--- src/rtl/jt51_pm_seq_if.sv ---
// Bus bundle for jt51_pm_seq: channel-register write port, LFO modulation
// inputs, clock enable and the extended key-code output stream.
// Optional macro JT51_PM_STATS_EN adds the sat_cnt saturation counter signal.
interface jt51_pm_seq_if #(
    parameter int CH = 8,
    parameter int MW = 9
);
    localparam int CW = $clog2(CH);

    logic          cen;
    logic          wr_en;
    logic [CW-1:0] wr_ch;
    logic [6:0]    wr_kc;
    logic [5:0]    wr_kf;
    logic [MW-1:0] mod;
    logic          add;
    logic [12:0]   kcex;
    logic [CW-1:0] kcex_ch;
    logic          kcex_valid;
`ifdef JT51_PM_STATS_EN
    logic [7:0]    sat_cnt;
`endif

    modport master (
        output cen, wr_en, wr_ch, wr_kc, wr_kf, mod, add,
        input  kcex, kcex_ch, kcex_valid
`ifdef JT51_PM_STATS_EN
        , input sat_cnt
`endif
    );

    modport slave (
        input  cen, wr_en, wr_ch, wr_kc, wr_kf, mod, add,
        output kcex, kcex_ch, kcex_valid
`ifdef JT51_PM_STATS_EN
        , output sat_cnt
`endif
    );
endinterface

--- src/rtl/jt51_pm_seq.sv ---
// Time-multiplexed key-code phase modulator for the JT51 operator path.
// Walks CH channels one slot per cen, applies the shared LFO modulation and
// emits a saturated extended key code {oct, note, kf} three cen edges later.
// Optional macro JT51_PM_STATS_EN compiles in the 8-bit sticky sat_cnt output.
module jt51_pm_seq #(
    parameter int CH = 8,
    parameter int MW = 9
) (
    input  logic             clk,
    input  logic             rst,
    jt51_pm_seq_if.slave     pm
);
    localparam int          CW     = $clog2(CH);
    localparam logic [14:0] S_MAX  = 15'd6143;
    localparam logic [12:0] R_MAX  = 13'd6143;

    // Semitone (0..95) to {octave, semitone-in-octave} table, 7 bits per entry.
    function automatic logic [671:0] build_div12();
        logic [671:0] lut;
        lut = '0;
        for (int i = 0; i < 96; i++) begin
            lut[i*7 +: 7] = {3'(i / 12), 4'(i % 12)};
        end
        return lut;
    endfunction
    localparam logic [671:0] DIV12 = build_div12();

    logic [CW-1:0] cnt_q, cnt_d;
    logic [6:0]    kc_q [CH];
    logic [5:0]    kf_q [CH];

    logic [6:0]    s1_kc_q, s1_kc_d;
    logic          s1_ovf_q, s1_ovf_d;
    logic [5:0]    s1_kf_q;
    logic [MW-1:0] s1_mod_q;
    logic          s1_add_q;
    logic [CW-1:0] s1_ch_q;
    logic          s1_v_q;

    logic [14:0]   s2_s_q, s2_s_d;
    logic          s2_force_q;
    logic [CW-1:0] s2_ch_q;
    logic          s2_v_q;

    logic [12:0]   kcex_q, kcex_d;
    logic [CW-1:0] kcex_ch_q;
    logic          kcex_valid_q;

    logic [3:0]    idx_s2;
    logic [6:0]    sem_s2;
    logic [12:0]   r_s3;
    logic [6:0]    map_s3;
    logic [3:0]    note_s3;

    // Slot counter wraps naturally because CH is a power of two.
    always_comb begin
        cnt_d = cnt_q + CW'(1);
    end

    // Channel registers: written on any clk edge, independent of cen.
    always_ff @(posedge clk) begin
        if (rst) begin
            for (int i = 0; i < CH; i++) begin
                kc_q[i] <= '0;
                kf_q[i] <= '0;
            end
        end else if (pm.wr_en) begin
            kc_q[pm.wr_ch] <= pm.wr_kc;
            kf_q[pm.wr_ch] <= pm.wr_kf;
        end
    end

    // S1 cleaning: illegal note x3 bumps to the next legal note; a carry out
    // of 0x7F marks the slot for forced high saturation.
    always_comb begin
        logic [7:0] sum;
        sum      = {1'b0, kc_q[cnt_q]} + ((kc_q[cnt_q][1:0] == 2'b11) ? 8'd1 : 8'd0);
        s1_kc_d  = sum[6:0];
        s1_ovf_d = sum[7];
    end

    // S2: linear pitch {semitone, kf} plus or minus the modulation.
    always_comb begin
        idx_s2 = s1_kc_q[3:0] - {2'b00, s1_kc_q[3:2]};
        sem_s2 = 7'(s1_kc_q[6:4]) * 7'd12 + 7'(idx_s2);
        if (s1_add_q) begin
            s2_s_d = {2'b00, sem_s2, s1_kf_q} + 15'(s1_mod_q);
        end else begin
            s2_s_d = {2'b00, sem_s2, s1_kf_q} - 15'(s1_mod_q);
        end
    end

    // S3: clamp to 0..6143 and convert back to {oct, note, kf}.
    always_comb begin
        if (s2_force_q) begin
            r_s3 = R_MAX;
        end else if (s2_s_q[14]) begin
            r_s3 = '0;
        end else if (s2_s_q > S_MAX) begin
            r_s3 = R_MAX;
        end else begin
            r_s3 = s2_s_q[12:0];
        end
        map_s3 = DIV12[int'(r_s3[12:6])*7 +: 7];
        if (map_s3[3:0] >= 4'd9) begin
            note_s3 = map_s3[3:0] + 4'd3;
        end else if (map_s3[3:0] >= 4'd6) begin
            note_s3 = map_s3[3:0] + 4'd2;
        end else if (map_s3[3:0] >= 4'd3) begin
            note_s3 = map_s3[3:0] + 4'd1;
        end else begin
            note_s3 = map_s3[3:0];
        end
        kcex_d = {map_s3[6:4], note_s3, r_s3[5:0]};
    end

    // Slot counter and three pipeline stages, all gated by cen.
    always_ff @(posedge clk) begin
        if (rst) begin
            cnt_q        <= '0;
            s1_kc_q      <= '0;
            s1_ovf_q     <= 1'b0;
            s1_kf_q      <= '0;
            s1_mod_q     <= '0;
            s1_add_q     <= 1'b0;
            s1_ch_q      <= '0;
            s1_v_q       <= 1'b0;
            s2_s_q       <= '0;
            s2_force_q   <= 1'b0;
            s2_ch_q      <= '0;
            s2_v_q       <= 1'b0;
            kcex_q       <= '0;
            kcex_ch_q    <= '0;
            kcex_valid_q <= 1'b0;
        end else if (pm.cen) begin
            cnt_q        <= cnt_d;
            s1_kc_q      <= s1_kc_d;
            s1_ovf_q     <= s1_ovf_d;
            s1_kf_q      <= kf_q[cnt_q];
            s1_mod_q     <= pm.mod;
            s1_add_q     <= pm.add;
            s1_ch_q      <= cnt_q;
            s1_v_q       <= 1'b1;
            s2_s_q       <= s2_s_d;
            s2_force_q   <= s1_ovf_q;
            s2_ch_q      <= s1_ch_q;
            s2_v_q       <= s1_v_q;
            kcex_q       <= kcex_d;
            kcex_ch_q    <= s2_ch_q;
            kcex_valid_q <= s2_v_q;
        end
    end

    assign pm.kcex       = kcex_q;
    assign pm.kcex_ch    = kcex_ch_q;
    assign pm.kcex_valid = kcex_valid_q;

`ifdef JT51_PM_STATS_EN
    logic [7:0] sat_cnt_q;
    logic       sat_s3;

    // A slot saturates when forced or when the clamp hits either bound.
    always_comb begin
        sat_s3 = s2_force_q | s2_s_q[14] | (s2_s_q > S_MAX);
    end

    // Sticky saturation counter, advanced on the S3 load edge.
    always_ff @(posedge clk) begin
        if (rst) begin
            sat_cnt_q <= '0;
        end else if (pm.cen && s2_v_q && sat_s3 && (sat_cnt_q != 8'hFF)) begin
            sat_cnt_q <= sat_cnt_q + 8'd1;
        end
    end

    assign pm.sat_cnt = sat_cnt_q;
`endif
endmodule

--- src/flat_wrapper.sv ---
// flat-port wrapper written by rule: the top's interface ports become plain ports
module jt51_pm_seq_flat 
#(
    parameter int CH = 8,
    parameter int MW = 9
)
  (clk, rst, pm_cen, pm_wr_en, pm_wr_ch, pm_wr_kc, pm_wr_kf, pm_mod, pm_add, pm_kcex, pm_kcex_ch, pm_kcex_valid);
  jt51_pm_seq_if #(.CH(CH), .MW(MW)) pm_i ();
  input  logic clk;
  input  logic rst;
  input wire logic [$bits(pm_i.cen)-1:0] pm_cen;
  input wire logic [$bits(pm_i.wr_en)-1:0] pm_wr_en;
  input wire logic [$bits(pm_i.wr_ch)-1:0] pm_wr_ch;
  input wire logic [$bits(pm_i.wr_kc)-1:0] pm_wr_kc;
  input wire logic [$bits(pm_i.wr_kf)-1:0] pm_wr_kf;
  input wire logic [$bits(pm_i.mod)-1:0] pm_mod;
  input wire logic [$bits(pm_i.add)-1:0] pm_add;
  output wire logic [$bits(pm_i.kcex)-1:0] pm_kcex;
  output wire logic [$bits(pm_i.kcex_ch)-1:0] pm_kcex_ch;
  output wire logic [$bits(pm_i.kcex_valid)-1:0] pm_kcex_valid;
  assign pm_i.cen = pm_cen;
  assign pm_i.wr_en = pm_wr_en;
  assign pm_i.wr_ch = pm_wr_ch;
  assign pm_i.wr_kc = pm_wr_kc;
  assign pm_i.wr_kf = pm_wr_kf;
  assign pm_i.mod = pm_mod;
  assign pm_i.add = pm_add;
  assign pm_kcex = pm_i.kcex;
  assign pm_kcex_ch = pm_i.kcex_ch;
  assign pm_kcex_valid = pm_i.kcex_valid;
  jt51_pm_seq #(.CH(CH), .MW(MW)) u_core (.clk(clk), .rst(rst), .pm(pm_i));
endmodule
--- config.mk ---
export PLATFORM = sky130hd
export DESIGN_NAME = jt51_pm_seq_flat
export DESIGN_NICKNAME = d
export VERILOG_FILES = /design/src/rtl/jt51_pm_seq_if.sv /design/src/rtl/jt51_pm_seq.sv /design/src/flat_wrapper.sv
export SDC_FILE = /design/constraint.sdc
export NUM_CORES = 1
export LEC_CHECK = 0
export CORE_MARGIN = 2
export CORE_UTILIZATION = 36
export DETAILED_ROUTE_END_ITERATION = 7
export HOLD_SLACK_MARGIN = 0.1
export SETUP_SLACK_MARGIN = 0.02
export SLEW_MARGIN = 20
export SYNTH_ARGS = -nofsm -noshare
export SYNTH_HDL_FRONTEND = slang
export SYNTH_SLANG_ARGS = --single-unit
--- constraint.sdc ---
create_clock -name clk -period 8.1 [get_ports clk]
set_clock_uncertainty 0.05 [all_clocks]
set_input_delay 2.43 -clock clk [delete_from_list [all_inputs] [get_ports clk]]
set_output_delay 2.43 -clock clk [all_outputs]
set_load 0.1 [all_outputs]
==> flow_summary.toml, run 1 <==
[run_status]
status = "finished, final reports clean"

[synth]
yosys-top-cells-count = "106 x and2_1, 104 x edfxtp_1, 86 x nor2_1"
synthArstFlopShare_pct = 0
netlist.top_cell.by_area = "edfxtp_1"
synth_top_area_share_pct = 33.9
synth-main-ff-cell = "edfxtp_1"
synth_area_leaders = "edfxtp_1 34%, dfxtp_1 15%, and2_1 7.2%, mux4_2 6.4%, ha_1 5.3%"
synth.cell_area_sq_mm = 0.00922
syn-instance-count = 814
yosysWarnings = 0
syn_area_per_cell_sq_um = 11.3
synth_nets = 888
post_synth_num_cell_types = 76
cell_with_the_most_instances_after_synthesis = "and2_1"
synth-edff-count = 104
yosys_register_bits = 175
synth-seq-area-share_pct = 49.3

[min_path]
min-delay-start = "u_core.s1_kc_q[0]"
worst_hold_path_type = "reg2reg"

[global_routing]
globalRouteOverflowTotal = 0
grt_antenna_before_repair = 0
grt.total_usage_pct = 15.8
maximum_number_of_pins_on_one_net_before_global_route_repair = 79
grt_pass1_vias = 5661
grt_first_pass_wirelength_microns = 32200

[worst_setup_path]
critPathTopFamily = "buffers and inverters"
worstSetupPathDepth = 5
regToRegStartpoint = "u_core.s2_s_q[12]"
critical_path.startpoint_type = "input port"
regToRegEndpoint = "u_core.pm.kcex[8]"
rrSetupSlack_ns = 4.45
worst-endpoint-arrival_ns = 4.70
crit_fanout = 67
timing.critical_path.required_ns = 8.12
cpMaxStageDelayCell = "o21ai_1"
slowest_delay_ns = 0.92
r2r.worst_path.cells = 15
timing.setup.critical_path_class = "in2reg"
cp-endpoint = "u_core.kf_q[6][5]"
crit_buf_inv = 3
critical_path.startpoint = "rst"
worstSetupEndpointType = "flop"
crit_path_cell_trace = "buf_2, buf_4, inv_1, nand3_1, o21ai_1"

[sta]
final_max_slew_viol_count = 0
min_period_ns = 4.67
final.period_utilization_pct = 57.7
setup_viol_count_final = 0
fin_tns_setup_ns = 0
grt_setup_unrepaired = "false"
finalHoldViolCount = 0
final.setup.worst_slack_ns = 3.43
max_freq_mhz = 214
worst_slew_margin_rel_pct = 27.8
slew_worst_pin_ns = 1.08

[floorplan]
die_height_microns = 164
floorplan.die_area_sq_mm = 0.0269
die_width_microns = 164
coreArea_sq_mm = 0.0252
design.portCount = 47
row_count = 58
start_util_pct = 36.6

[power_and_ir_drop]
power_switching_share_pct = 35.6
power_report.internal_total_w = 0.00179
worst_ir_drop_vdd_uv = 137
switching_power_w = 0.000989
pwr_density_cell_mw_per_mm2 = 263
power.clock.fraction_pct = 30.6
share_comb_of_total_power_pct = 30.3
power.sequential.fraction_pct = 39.1
p_leak_nw = 3.91

[finish]
final_core_util_pct = 41.9
nFillCells = 2395
drive_gt1_share_pct = 11.3
n_antenna_cell = 0
area_growth_pct = 14.4
finalInstanceArea_sq_mm = 0.0105
nets = 912

[drt]
post-route-drc-count = 0
detail_route.iter0.violations = 400
route.vias.total = 6012
drt-wirelength-per-cell_microns = 17.2
drt-vias-per-instance = 5.09
antenna_left = 0
postRouteWirelength_microns = 20300
first_pass_iters = 4

[job]
cap_viol_max_count = 0

[placed_design]
dp_area_sq_mm = 0.00991
buffer_ports.inserted = 46
gp_congestion = 0.810
placement.setup.worst_slack_ns = 2.91
place.detailed.hpwl_microns = 14300

[clock_network]
cts_inserted_buffers = 17
post-cts-setup-buffer-count = 0
clk_latency_ns = 0.45
cts.sinks = 175
clock-root-buffer = "clkbuf_16"
cts.reportedPaths.clkPinSlew_ns = 0.08
ctsLongestPathBuffers = 2
post_cts_hold_buffer_count = 0
resize_count_post_cts = 0
htree_levels = 4
tritoncts = "built"
-- cell families (layout without fill, tap and decap cells) --
| kind of cell | after synthesis | count (layout) | share of synthesized area, % |
|---|---|---|---|
| AND/OR/NAND/NOR | 288 | 288 | 16.8 |
| flip-flops | 175 | 175 | 49.3 |
| AO/OA/AOI/OAI | 129 | 129 | 9.87 |
| buffers and inverters | 80 | 117 | 3.65 |
| multiplexers | 77 | 77 | 12.0 |
| adder cells (fa/ha/maj) | 44 | 44 | 6.38 |
| XOR/XNOR | 21 | 21 | 2.00 |
-- worst min-delay path: cells and delay by family, from the launching register on --
family / cells / cell delay (ns)
and+or+nand+nor: 1 / 0.06
AOI/OAI and AO/OA: 1 / 0.05
DFF: 1 / 0.31
-- cell usage in the layout (no fill, tap or decap), types with 13 or more instances in the layout --
cell             instances
o21ai_0                 16
mux4_2                  26
clkbuf_16               17
and2_1                 106
dfxtp_1                 71
xnor2_1                 14
mux2i_1                 48
a21oi_1                 27
clkdlybuf4s50_1         44
ha_1                    39
edfxtp_1               104
nand2_1                 28
inv_1                   34
nor2_1                  86
nor3_1                  13
-- how the worst min path moves through the flow --
stage / end / slack, ns / cells after the start
2_1_floorplan: u_core.s1_v_q / 0.38 / 2
5_1_grt: u_core.s1_kc_q[0] / 0.44 / 2
4_1_cts: u_core.s1_kc_q[0] / 0.42 / 2
3_3_place_gp: u_core.s1_v_q / 0.40 / 2
6_report: u_core.s1_kc_q[0] / 0.41 / 2
3_5_place_dp: u_core.s1_kc_q[0] / 0.41 / 2
-- per-stage QoR --
| stage | hold WS (ns) | cells | total power, W |
|---|---|---|---|
| finish | 0.413 | 1181 | 0.00278 |
| global route | 0.441 | 1181 | 0.00292 |
| CTS | 0.416 | 1181 | 0.00279 |
| detailed placement | 0.406 | 1149 | 0.00194 |
| global placement | 0.400 | 1149 | 0.00194 |
| floorplan | 0.384 | 814 | 0.00175 |
-- area by class of cell --
| cell class | instances | area (sq um) | share of cell area (%) |
|---|---|---|---|
| Multi-Input combinational cell | 559 | 4350 | 41.3 |
| Sequential cell | 175 | 4540 | 43.1 |
| Tap cell | 330 | 413 | 3.92 |
| Clock buffer | 17 | 425 | 4.04 |
| Timing Repair Buffer | 51 | 490 | 4.65 |
| Clock inverter | 15 | 191 | 1.82 |
| Inverter | 34 | 128 | 1.21 |
-- flip-flops by register name, summed over array words and instances (netlist names), named ones only --
| signal | count |
|---|---|
| u_core.s1_kf_q | 6 |
| u_core.s1_mod_q | 9 |
| u_core.s1_add_q | 1 |
| u_core.cnt_q | 3 |
| u_core.s1_kc_q | 7 |
| u_core.s1_ch_q | 3 |
| u_core.s1_ovf_q | 1 |
| u_core.pm.kcex | 13 |
| u_core.s2_ch_q | 3 |
| u_core.pm.kcex_valid | 1 |
| u_core.pm.kcex_ch | 3 |
| u_core.s2_force_q | 1 |
| u_core.kc_q | 56 |
| u_core.s1_v_q | 1 |
| u_core.s2_s_q | 15 |
| u_core.kf_q | 48 |
| u_core.s2_v_q | 1 |
-- power groups by stage --
stage / clock, W / sequential, W / combinational (W)
floorplan: 0 / 0.00117 / 0.000577
finish: 0.000850 / 0.00109 / 0.000840
global placement: 0 / 0.00111 / 0.000832
CTS: 0.000864 / 0.00109 / 0.000842
detailed placement: 0 / 0.00111 / 0.000838
global route: 0.000902 / 0.00110 / 0.000925
-- routing by layer --
| metal | up-vias | global-route usage (%) | routed length (microns) |
|---|---|---|---|
| met2 | 126 | 24.1 | 9210 |
| met3 | 17 | 3.38 | 845 |
| li1 | 2982 | - | - |
| met1 | 2887 | 22.7 | 10000 |
| met5 | - | 0 | 0 |
| met4 | 0 | 4.59 | 253 |
Note: power is estimated with default switching activity, not from simulation.
==> run 2: changes to the inputs <==
- clock period: 8.1 -> 4.75 ns (I/O delays scaled with it)
==> run 2 against run 1 <==
Cell count is 0.93% higher. Critical path depth increased by 10. Die area unchanged. Utilization barely moved. Worst setup slack worse by 2.2 ns. Power grew 66%. Register-to-register slack worse by 3.3 ns. Via count grew 0.38%. Clock power rose by 58%. Largest power group unchanged.
==> flow_summary.toml, run 2 (same netlist as run 1, synthesis figures left out) <==
[drt]
drt-wirelength-per-cell_microns = 16.7
antenna_left = 0
postRouteWirelength_microns = 19900
drt-vias-per-instance = 5.06
detail_route.iter0.violations = 402
post-route-drc-count = 0
first_pass_iters = 5
route.vias.total = 6035

[floorplan]
coreArea_sq_mm = 0.0252
start_util_pct = 36.6
die_width_microns = 164
row_count = 58
die_height_microns = 164
design.portCount = 47
floorplan.die_area_sq_mm = 0.0269

[finish]
finalInstanceArea_sq_mm = 0.0106
largest_registers = "u_core.kc_q (56), u_core.kf_q (48), u_core.s2_s_q (15)"
final_cell_mix = "106 x and2_1, 104 x edfxtp_1, 86 x nor2_1"
drive_gt1_share_pct = 11.8
layout_commonest_cell = "and2_1"
largest-register = "u_core.kc_q"
largest_register_ffs = 56
n_antenna_cell = 0
nets = 923
area_growth_pct = 14.5
layout.cells.non_filler = 1192

[sta]
worst_slew_margin_rel_pct = 34.1
final.period_utilization_pct = 75.0
finalHoldViolCount = 0
final_max_slew_viol_count = 0
fin_tns_setup_ns = 0
setup_viol_count_final = 0
slew_worst_pin_ns = 0.988
min_period_ns = 3.56
max_freq_mhz = 281
grt_setup_unrepaired = "false"

[clock_network]
clock-root-buffer = "clkbuf_16"
ctsLongestPathBuffers = 2
resize_count_post_cts = 0
clk_latency_ns = 0.44
cts.reportedPaths.clkPinSlew_ns = 0.08
post-cts-setup-buffer-count = 0
cts_inserted_buffers = 17
htree_levels = 4
post_cts_hold_buffer_count = 0
cts.sinks = 175
tritoncts = "built"

[global_routing]
grt_antenna_before_repair = 0
grt.total_usage_pct = 15.5
maximum_number_of_pins_on_one_net_before_global_route_repair = 67
grt_pass1_vias = 6013
grt_first_pass_wirelength_microns = 32200
globalRouteOverflowTotal = 0

[job]
cap_viol_max_count = 0

[placed_design]
dp_area_sq_mm = 0.00999
gp_congestion = 0.811
place.detailed.instances = 1160
place.detailed.hpwl_microns = 13700
buffer_ports.inserted = 46

[power_and_ir_drop]
worst_ir_drop_vdd_uv = 225
p_leak_nw = 3.93
pwr_density_cell_mw_per_mm2 = 436
p_total_w = 0.00460

[worst_setup_path]
timing.critical_path.required_ns = 5.04
cp_common_cell = "nor2_1"
crit_path_cell_trace = "a21o_2, nor2_1, nor2_1, nor2_1, ha_1, a311oi_1, o31a_1, a21o_4, inv_1, ha_1, inv_1, o21ai_0, mux2i_1, o21ai_0, o221a_2"
critical_path.startpoint_type = "flop"
worst-endpoint-arrival_ns = 3.85
slowest_delay_ns = 0.62
crit_fanout = 11
timing.setup.critical_path_class = "reg2reg"
worstSetupEndpointType = "flop"
cpMaxStageDelayCell = "dfxtp_1"

[run_status]
status = "finished, final reports clean"

[min_path]
worst_hold_path_type = "reg2reg"
[run 2: worst paths after layout]
path	start	end	slack, ns	cells after the start
max	u_core.s2_s_q[12]	u_core.pm.kcex[8]	1.19	15
min	u_core.s1_kc_q[0]	u_core.s1_kc_q[0]	0.41	2
max reg2reg	u_core.s2_s_q[12]	u_core.pm.kcex[8]	1.19	15
min reg2reg	u_core.s1_kc_q[0]	u_core.s1_kc_q[0]	0.41	2
[run 2: stage by stage]
| stage | worst slack (ns) | utilization (%) | hold slack (ns) |
|---|---|---|---|
| final | 1.19 | 41.9 | 0.414 |
| after global routing | 0.939 | 41.9 | 0.443 |
| after CTS | 1.21 | 41.9 | 0.416 |
| after detailed placement | 1.29 | 39.7 | 0.406 |
| after global placement | 1.34 | 39.7 | 0.397 |
| after floorplan | 1.53 | - | 0.384 |
[run 2: final cells by class]
cell class / instances / area (sq um)
multi-input cells: 559 / 4330
fillers: 2384 / 14600
well taps: 330 / 413
repair buffers: 62 / 573
clock inverters: 14 / 129
clock buffers: 18 / 429
inverters: 34 / 128
flip-flops and latches: 175 / 4540
[run 2: power breakdown]
part / internal [W] / switching (W) / leakage (nW)
Sequential: 0.00174 / 0.000113 / 1.58
Combinational: 0.000589 / 0.000830 / 2.08
Clock: 0.000690 / 0.000647 / 0.267
[run 2: per-layer routing]
metal  vias up  global-route usage, %  routed length (microns)
met4         0                   4.90                      335
met1      2909                   20.6                     9430
met3        24                   3.18                      669
met5         -                      0                        0
li1       2999                      -                        -
met2       103                   25.6                     9480
[run 2: critical path, delay by kind of cell, from the launching register on]
| kind | cells | cell delay (ns) |
|---|---|---|
| buf+inv | 2 | 0.29 |
| fa+ha+maj | 2 | 0.67 |
| compound gates | 7 | 1.25 |
| mux | 1 | 0.13 |
| simple gates | 3 | 0.46 |
| flops | 1 | 0.62 |
==> run 3: changes to the inputs <==
- clock period: 4.75 -> 3.05 ns (I/O delays scaled with it)
==> run 3 against run 2 <==
Critical path depth fell by 2. Worst hold slack improved by 0.0067 ns. Count of clock-buffer cells in the layout rose by 2. Sequential power rose by 54%. Power rose by 63%. Via count rose by 3.1%.
==> flow_summary.toml, run 3 (same netlist as run 1, synthesis figures left out) <==
[floorplan]
coreArea_sq_mm = 0.0252
row_count = 58
floorplan.die_area_sq_mm = 0.0269
die_height_microns = 164
start_util_pct = 36.6
die_width_microns = 164
design.portCount = 47

[worst_setup_path]
critical_path.startpoint_type = "flop"
regToRegStartpoint = "u_core.s1_kc_q[0]"
timing.critical_path.required_ns = 3.30
crit_fanout = 2
rrSetupSlack_ns = 0.04
r2r.worst_path.cells = 13
worst-endpoint-arrival_ns = 3.25
regToRegEndpoint = "u_core.s2_s_q[12]"
worstSetupEndpointType = "flop"
timing.setup.critical_path_class = "reg2reg"

[placed_design]
place.detailed.hpwl_microns = 13300
buffer_ports.inserted = 46
gp_congestion = 0.814
place.detailed.instances = 1180
dp_area_sq_mm = 0.0101

[global_routing]
grt.total_usage_pct = 15.6
globalRouteOverflowTotal = 0
maximum_number_of_pins_on_one_net_before_global_route_repair = 85
grt_first_pass_wirelength_microns = 32300
grt_pass1_vias = 6221
grt_antenna_before_repair = 0

[min_path]
worst_hold_path_type = "reg2reg"
holdPathStages = 2
min-delay-start = "u_core.s1_kc_q[0]"
min_to = "u_core.s1_kc_q[0]"

[finish]
largest_registers = "u_core.kc_q (56), u_core.kf_q (48), u_core.s2_s_q (15)"
largest-register = "u_core.kc_q"
final_cell_mix = "106 x and2_1, 104 x edfxtp_1, 82 x nor2_1"
regArea_sq_mm = 0.00455
largest_register_ffs = 56
nFillCells = 2370
combined_area_of_the_multi_input_logic_cells_sq_mm = 0.00444
layout_commonest_cell = "and2_1"
final_core_util_pct = 43.0
n_antenna_cell = 0
finalInstanceArea_sq_mm = 0.0108
area_growth_pct = 17.5
nets = 947
drive_gt1_share_pct = 18.4
layout.cells.non_filler = 1216

[sta]
max_freq_mhz = 332
slew_worst_pin_ns = 1.06
final.period_utilization_pct = 98.6
hold-worst-slack_ns = 0.420
fin_tns_setup_ns = 0
setup_viol_count_final = 0
min_period_ns = 3.01
grt_setup_unrepaired = "true"
final_max_slew_viol_count = 0
finalHoldViolCount = 0
worst_slew_margin_rel_pct = 29.3

[clock_network]
cts_inserted_buffers = 17
tritoncts = "built"
cts.reportedPaths.clkPinSlew_ns = 0.07
ctsLongestPathBuffers = 2
post_cts_hold_buffer_count = 0
cts.sinks = 175
htree_levels = 4
clk_latency_ns = 0.43
clock-root-buffer = "clkbuf_16"

[drt]
postRouteWirelength_microns = 20300
drt-vias-per-instance = 5.12
antenna_left = 0
first_pass_iters = 7
detail_route.iter0.violations = 445
post-route-drc-count = 0
route.vias.total = 6221
drt-wirelength-per-cell_microns = 16.7

[power_and_ir_drop]
p_leak_nw = 4.11
pwr_density_cell_mw_per_mm2 = 692
worst_ir_drop_vdd_uv = 422

[run_status]
status = "finished, final reports clean"

[job]
cap_viol_max_count = 0
==> run 3: how the worst max path moves through the flow <==
stage,from,endpoint,cells past startpoint
detailed placement,u_core.s1_kc_q[0],u_core.s2_s_q[12],13
global placement,u_core.s1_kc_q[0],u_core.s2_s_q[12],13
floorplan,u_core.s1_kc_q[2],u_core.s2_s_q[12],12
CTS,u_core.s1_kc_q[0],u_core.s2_s_q[12],13
finish,u_core.s1_kc_q[0],u_core.s2_s_q[12],13
global route,u_core.s1_kc_q[3],u_core.s2_s_q[12],11
==> run 3: final cells by class <==
class | instances | area share (%)
flip-flops and latches | 175 | 42.0
multi-input cells | 559 | 41.0
repair buffers | 86 | 6.83
clock buffers | 20 | 4.03
well taps | 330 | 3.81
inverters | 34 | 1.18
clock inverters | 12 | 1.17
==> run 3: repair_timing <==
action	in CTS	in global routing
endpoints found under the setup margin	1	5
gates resized for setup	5	21
endpoints found under the hold margin	0	0
pin swaps	6	9
buffers inserted	0	4
==> run 3: metrics by stage <==
stage	worst slack, ns	power, W
after floorplan	-0.0303	0.00465
after global placement	-0.0241	0.00525
after detailed placement	-0.0773	0.00527
after CTS	0.00143	0.00740
after global routing	-0.0807	0.00790
final	0.0417	0.00749
==> run 3: metal layers <==
| metal | share of wire, % | vias up | GRT usage, % |
|---|---|---|---|
| li1 | - | 3049 | - |
| met1 | 45 | 3031 | 19.8 |
| met2 | 50 | 118 | 26.9 |
| met3 | 3.7 | 23 | 3.11 |
| met4 | 1.3 | 0 | 4.59 |
| met5 | 0 | - | 0 |
==> run 3: report_power, final <==
group          internal (W)  switching [W]
clock               0.00115       0.000967
combinational       0.00112        0.00141
sequential          0.00270       0.000135
total               0.00497        0.00252
==> run 3: worst max-delay path: stages (launching register included) <==
cell and delay (ns):
dfxtp_2 0.32, inv_2 0.06, ha_4 0.12, inv_2 0.04, fa_2 0.36, xnor2_2 0.14, ha_2 0.20, fa_2 0.44
or3_4 0.34, or2_4 0.24, o32ai_2 0.27, xnor2_1 0.11, mux2i_1 0.14, nor2_1 0.05
